<file path="config.mk">
export PLATFORM = sky130hd
export DESIGN_NAME = rsa_modexp_core
export DESIGN_NICKNAME = d
export VERILOG_FILES = /design/src/rtl/rsa_modexp_core.sv
export SDC_FILE = /design/constraint.sdc
export NUM_CORES = 1
export LEC_CHECK = 0
export CORE_MARGIN = 2
export CORE_UTILIZATION = 50
export CTS_CLUSTER_SIZE = 40
export DETAILED_ROUTE_END_ITERATION = 10
export GPL_TIMING_DRIVEN = 0
export PLACE_DENSITY_LB_ADDON = 0.25
export SLEW_MARGIN = 30
export SYNTH_ARGS = -nofsm -noshare
export SYNTH_HDL_FRONTEND = slang
export SYNTH_SLANG_ARGS = --single-unit
</file>
<file path="constraint.sdc">
create_clock -name clk -period 13.75 [get_ports clk]
set_clock_uncertainty 0.05 [all_clocks]
set_input_delay 2.75 -clock clk [delete_from_list [all_inputs] [get_ports clk]]
set_output_delay 2.75 -clock clk [all_outputs]
set_load 0.005 [all_outputs]
</file>
<file path="src/rtl/rsa_modexp_core.sv">
// Constant-time modular exponentiation, data_out = data_in^exp mod n.
// One bit-serial radix-2 Montgomery engine shared by every step of the ladder.
module rsa_modexp_core #(
  parameter int unsigned       n_bit  = 12,
  parameter logic [n_bit-1:0] n      = 12'd3551,
  parameter logic [n_bit-1:0] Rmodn  = 12'd545,
  parameter logic [n_bit-1:0] R2modn = 12'd2292
) (
  input  logic             clk,
  input  logic             rst_n,
  input  logic             start,
  input  logic [n_bit-1:0] exp,
  input  logic [n_bit-1:0] data_in,
  output logic [n_bit-1:0] data_out,
  output logic             done,
  output logic             busy
);

  localparam int W  = n_bit + 2;
  localparam int CW = $clog2(n_bit + 1);
  localparam int IW = $clog2(n_bit);

  typedef enum logic [2:0] {
    S_IDLE,
    S_LOAD,
    S_TOMONT,
    S_SQR,
    S_MUL,
    S_FROM,
    S_DONE
  } state_t;

  state_t st, nxt;

  logic [n_bit-1:0] base_r;
  logic [n_bit-1:0] ex_r;
  logic [n_bit-1:0] acc;
  logic [n_bit-1:0] xm;
  logic [IW-1:0]    idx;
  logic [CW-1:0]    cnt;
  logic [W-1:0]     a_r;

  logic [n_bit-1:0] op_a;
  logic [n_bit-1:0] op_b;
  logic             a_bit;
  logic [W-1:0]     sum1;
  logic [W-1:0]     sum2;
  logic [W-1:0]     a_next;
  logic [n_bit-1:0] res;
  logic             mp_last;

  assign mp_last = (cnt == CW'(n_bit));

  always_ff @(posedge clk or negedge rst_n) begin
    if (!rst_n) st <= S_IDLE;
    else        st <= nxt;
  end

  always_comb begin
    nxt = st;
    unique case (st)
      S_IDLE:   if (start) nxt = S_LOAD;
      S_LOAD:   nxt = S_TOMONT;
      S_TOMONT: if (mp_last) nxt = S_SQR;
      S_SQR:    if (mp_last) nxt = S_MUL;
      S_MUL: begin
        if (mp_last)
          nxt = (idx == '0) ? S_FROM : S_SQR;
      end
      S_FROM:   if (mp_last) nxt = S_DONE;
      S_DONE:   if (!start) nxt = S_IDLE;
      default:  nxt = S_IDLE;
    endcase
  end

  // Operand select for the shared Montgomery engine
  always_comb begin
    op_a = '0;
    op_b = '0;
    unique case (st)
      S_TOMONT: begin
        op_a = base_r;
        op_b = R2modn;
      end
      S_SQR: begin
        op_a = acc;
        op_b = acc;
      end
      S_MUL: begin
        op_a = acc;
        op_b = xm;
      end
      S_FROM: begin
        op_a = acc;
        op_b = n_bit'(1);
      end
      default: ;
    endcase
  end

  // A stays below 2n, so A + b + n fits in n_bit+2 bits
  always_comb begin
    a_bit  = |(op_a & (n_bit'(1) << cnt));
    sum1   = a_r + (a_bit ? {2'b00, op_b} : '0);
    sum2   = sum1[0] ? sum1 + W'(n) : sum1;
    a_next = sum2 >> 1;
    res    = n_bit'((a_r >= W'(n)) ? a_r - W'(n) : a_r);
  end

  always_ff @(posedge clk or negedge rst_n) begin
    if (!rst_n) begin
      base_r   <= '0;
      ex_r     <= '0;
      acc      <= '0;
      xm       <= '0;
      idx      <= '0;
      cnt      <= '0;
      a_r      <= '0;
      data_out <= '0;
      done     <= 1'b0;
      busy     <= 1'b0;
    end else begin
      unique case (st)
        S_IDLE: begin
          if (start) begin
            base_r <= data_in;
            ex_r   <= exp;
            busy   <= 1'b1;
          end
        end
        S_LOAD: begin
          acc <= Rmodn;
          idx <= IW'(n_bit - 1);
          cnt <= '0;
          a_r <= '0;
        end
        S_TOMONT, S_SQR, S_MUL, S_FROM: begin
          if (!mp_last) begin
            cnt <= cnt + 1'b1;
            a_r <= a_next;
          end else begin
            cnt <= '0;
            a_r <= '0;
            unique case (st)
              S_TOMONT: xm <= res;
              S_SQR:    acc <= res;
              S_MUL: begin
                if (ex_r[idx]) acc <= res;
                if (idx != '0) idx <= idx - 1'b1;
              end
              default: begin
                data_out <= res;
                done     <= 1'b1;
                busy     <= 1'b0;
              end
            endcase
          end
        end
        S_DONE: if (!start) done <= 1'b0;
        default: ;
      endcase
    end
  end

endmodule

</file>
==> results.toml <==
[outcome]
status = "completed"

[synthesis]
synth_area_per_cell_um2 = 9.54
ys_ff_latch = 86
ys.warnings.count = 0
syn-instance-count = 531
ys.flop_type = "dfrtp_1"
ys_seq_area_frac = 0.425
ys_top_cells_by_count = "dfrtp_1 (86), nand2_1 (79), o21ai_0 (47)"
ys_types = 63
syn_nets = 579
synth_async_sr_flop_share = 1.00
synth_edf_count = 0
ys_top_cells_by_area = "dfrtp_1 (42%), mux2_2 (6.0%), nand2_1 (5.9%), ha_1 (4.9%), o21ai_0 (4.6%)"
synth_most_common_cell = "dfrtp_1"
synth_area_um2 = 5070
synth_top_area_frac = 0.425
yosysTopAreaCell = "dfrtp_1"

[clocking]
post-cts-setup-buffers = 0
cts_hold_buf = 0
cts_inserted_buffers = 9
clockBufferDepth = 2
clk_pin_slew_worst_paths_ns = 0.09
clock-sinks = 86
tritoncts = "built"
cts_root_buf = "clkbuf_8"
ctsResizeCount = 0
worstSkewPairLatency_ns = 0.35
htreeDepth = 3

[power]
ir_worst_vdd_v = 0.000201
fin_total_pwr_w = 0.00148
power.leakage_nw = 2.46
p_per_area_nw_per_um2 = 250

[critical_path]
crit_arrival_ns = 5.25
startpoint_type = "flop"
path_class = "reg -> reg"
ff2ff_path_depth = 21
path_max_fanout = 10
worstPathRequired_ns = 13.95
worst_setup_path_end_kind = "flop"

[routing]
wl_per_cell_um = 17.3
drt_wl_total_um = 12400
drc = 0
num_vias = 4245
dr.pass1.iters = 6
drtIter0Drc = 259
ant_nets = 0
viasPerCell = 5.89

[global_route]
grt.busiest_layer = "met2"
grt_use_met2 = 0.382
use_met1 = 0.335
first_global_vias = 4122
grt_overflow_total = 0
grt_use_total = 0.240
antenna_found_initial = 0
grtUsageMet3 = 0.0455
grt_max_degree = 57
grt_pass1_wl_um = 21000

[floorplan]
placementRows = 36
core_um2 = 9820
die_h_um = 105
dieArea_um2 = 11000
start_util = 0.516
pin_count = 41
fp.dieW_um = 105

[sta]
min_period_ns = 5.06
finalSetupViolCount = 0
finalCritPeriodShare = 0.368
max_slew_margin = 0.558
rsz0062_at_grt = "no"
finalHoldViolCount = 0
fin_setup_tns_ns = 0
drv_slew = 0
max_freq_mhz = 198
worstMarginPinSlew_ns = 0.661

[final_layout]
postLayoutCoreUtil = 0.602
areaGrowthSynthToFinish_pct = 16.7
num_antenna_cells = 0
drive_above_1_share = 0.109
fin_nets = 631

[placement]
dp_hpwl_um = 9600
port_buffers = 40
gp_congestion = 0.945

[hold_path]
min_path_cells = 2
min_path_type = "reg -> reg"

[run]
max-cap-violations = 0
metrics by stage:
step	setup WS [ns]	cell area, um2	instances	hold slack, ns
6_report	8.69	5910	721	0.431
5_1_grt	8.26	5910	721	0.476
4_1_cts	8.73	5910	721	0.439
3_5_place_dp	8.53	5660	705	0.419
3_3_place_gp	6.85	5630	704	0.412
2_1_floorplan	9.43	5070	531	0.395
worst max-delay path, cell delays in order, from the launching register on:
cell and delay, ns:
dfrtp_1 0.46, inv_1 0.09, ha_1 0.19, clkbuf_1 0.20
a222oi_1 0.26, o21ai_0 0.12, a221oi_1 0.31, nand2_1 0.10
nand3_1 0.10, o211ai_1 0.09, nand2_1 0.15, clkbuf_1 0.36
nor2_1 0.18, fa_1 0.46, a21o_1 0.24, a221oi_2 0.27
xnor2_1 0.19, a2111oi_4 0.43, nand3b_2 0.16, a211o_1 0.31
a21oi_1 0.15, o21ai_1 0.07
layer usage:
| metal | part of all wire | vias up |
|---|---|---|
| met2 | 0.48 | 124 |
| met4 | 0.016 | 0 |
| met5 | 0 | - |
| met1 | 0.46 | 2064 |
| met3 | 0.050 | 16 |
| li1 | - | 2041 |
cell families (layout without fill, tap and decap cells):
logic type	Yosys count	after routing	share of synthesized area
AO/OA/AOI/OAI	157	157	0.208
XOR/XNOR	29	29	0.0516
adder cells (fa/ha/maj)	21	21	0.0533
buffers and inverters	41	98	0.0321
flip-flops	86	86	0.425
multiplexers	35	35	0.0832
AND/OR/NAND/NOR	162	162	0.147
path summary, 6_finish.rpt:
| kind | from | to | slack [ns] |
|---|---|---|---|
| worst max-delay path | cnt[0] | a_r[11] | 8.69 |
| worst min-delay path | data_out[5] | data_out[5] | 0.43 |
| worst max register to register | cnt[0] | a_r[11] | 8.69 |
| worst min register to register | data_out[5] | data_out[5] | 0.43 |
| max in group asynchronous | rst_n | acc[8] | 10.88 |
| min in group asynchronous | rst_n | ex_r[1] | 2.21 |
registers in the layout, indices dropped and copies added (netlist names):
signal	cells
done	1
data_out	12
base_r	12
ex_r	12
busy	1
cnt	4
st	3
a_r	13
xm	12
idx	4
acc	12
report_power, final:
part           switching, W  internal [W]  total (W)
Clock             0.0000925      0.000121   0.000214
Sequential        0.0000856      0.000343   0.000429
Combinational      0.000476      0.000363   0.000839
area by class of cell:
class                           instances  area [um2]
Timing Repair Buffer                   41         429
Clock buffer                            9         124
Inverter                               10        37.5
Tap cell                              133         166
Buffer                                 31         125
Multi-Input combinational cell        404        2760
Fill cell                             876        3910
Sequential cell                        86        2150
Clock inverter                          7         123
placed cells by master, fill, tap and decap left out, types with 4 or more instances in the layout:
cell type | synthesis | final
a21o_1 | 8 | 8
nand2_1 | 79 | 79
xnor2_1 | 14 | 14
clkdlybuf4s50_1 | 0 | 39
clkbuf_1 | 28 | 28
a31oi_1 | 5 | 5
o211ai_1 | 5 | 5
a222oi_1 | 4 | 4
a32oi_1 | 6 | 6
inv_1 | 9 | 9
xor2_1 | 14 | 14
nand2b_1 | 4 | 4
and3_1 | 5 | 5
nor2b_1 | 4 | 4
dfrtp_1 | 86 | 86
clkbuf_8 | 0 | 9
o2111ai_1 | 4 | 4
nor3_1 | 8 | 7
a21oi_1 | 24 | 24
o21ai_1 | 10 | 10
nand3_1 | 11 | 11
nor2_1 | 28 | 28
mux2i_1 | 5 | 5
o21ai_0 | 47 | 47
mux2_2 | 27 | 27
o31ai_1 | 11 | 11
a22o_1 | 6 | 6
ha_1 | 20 | 20
a211oi_1 | 4 | 4
(Power assumes the default switching activity.)
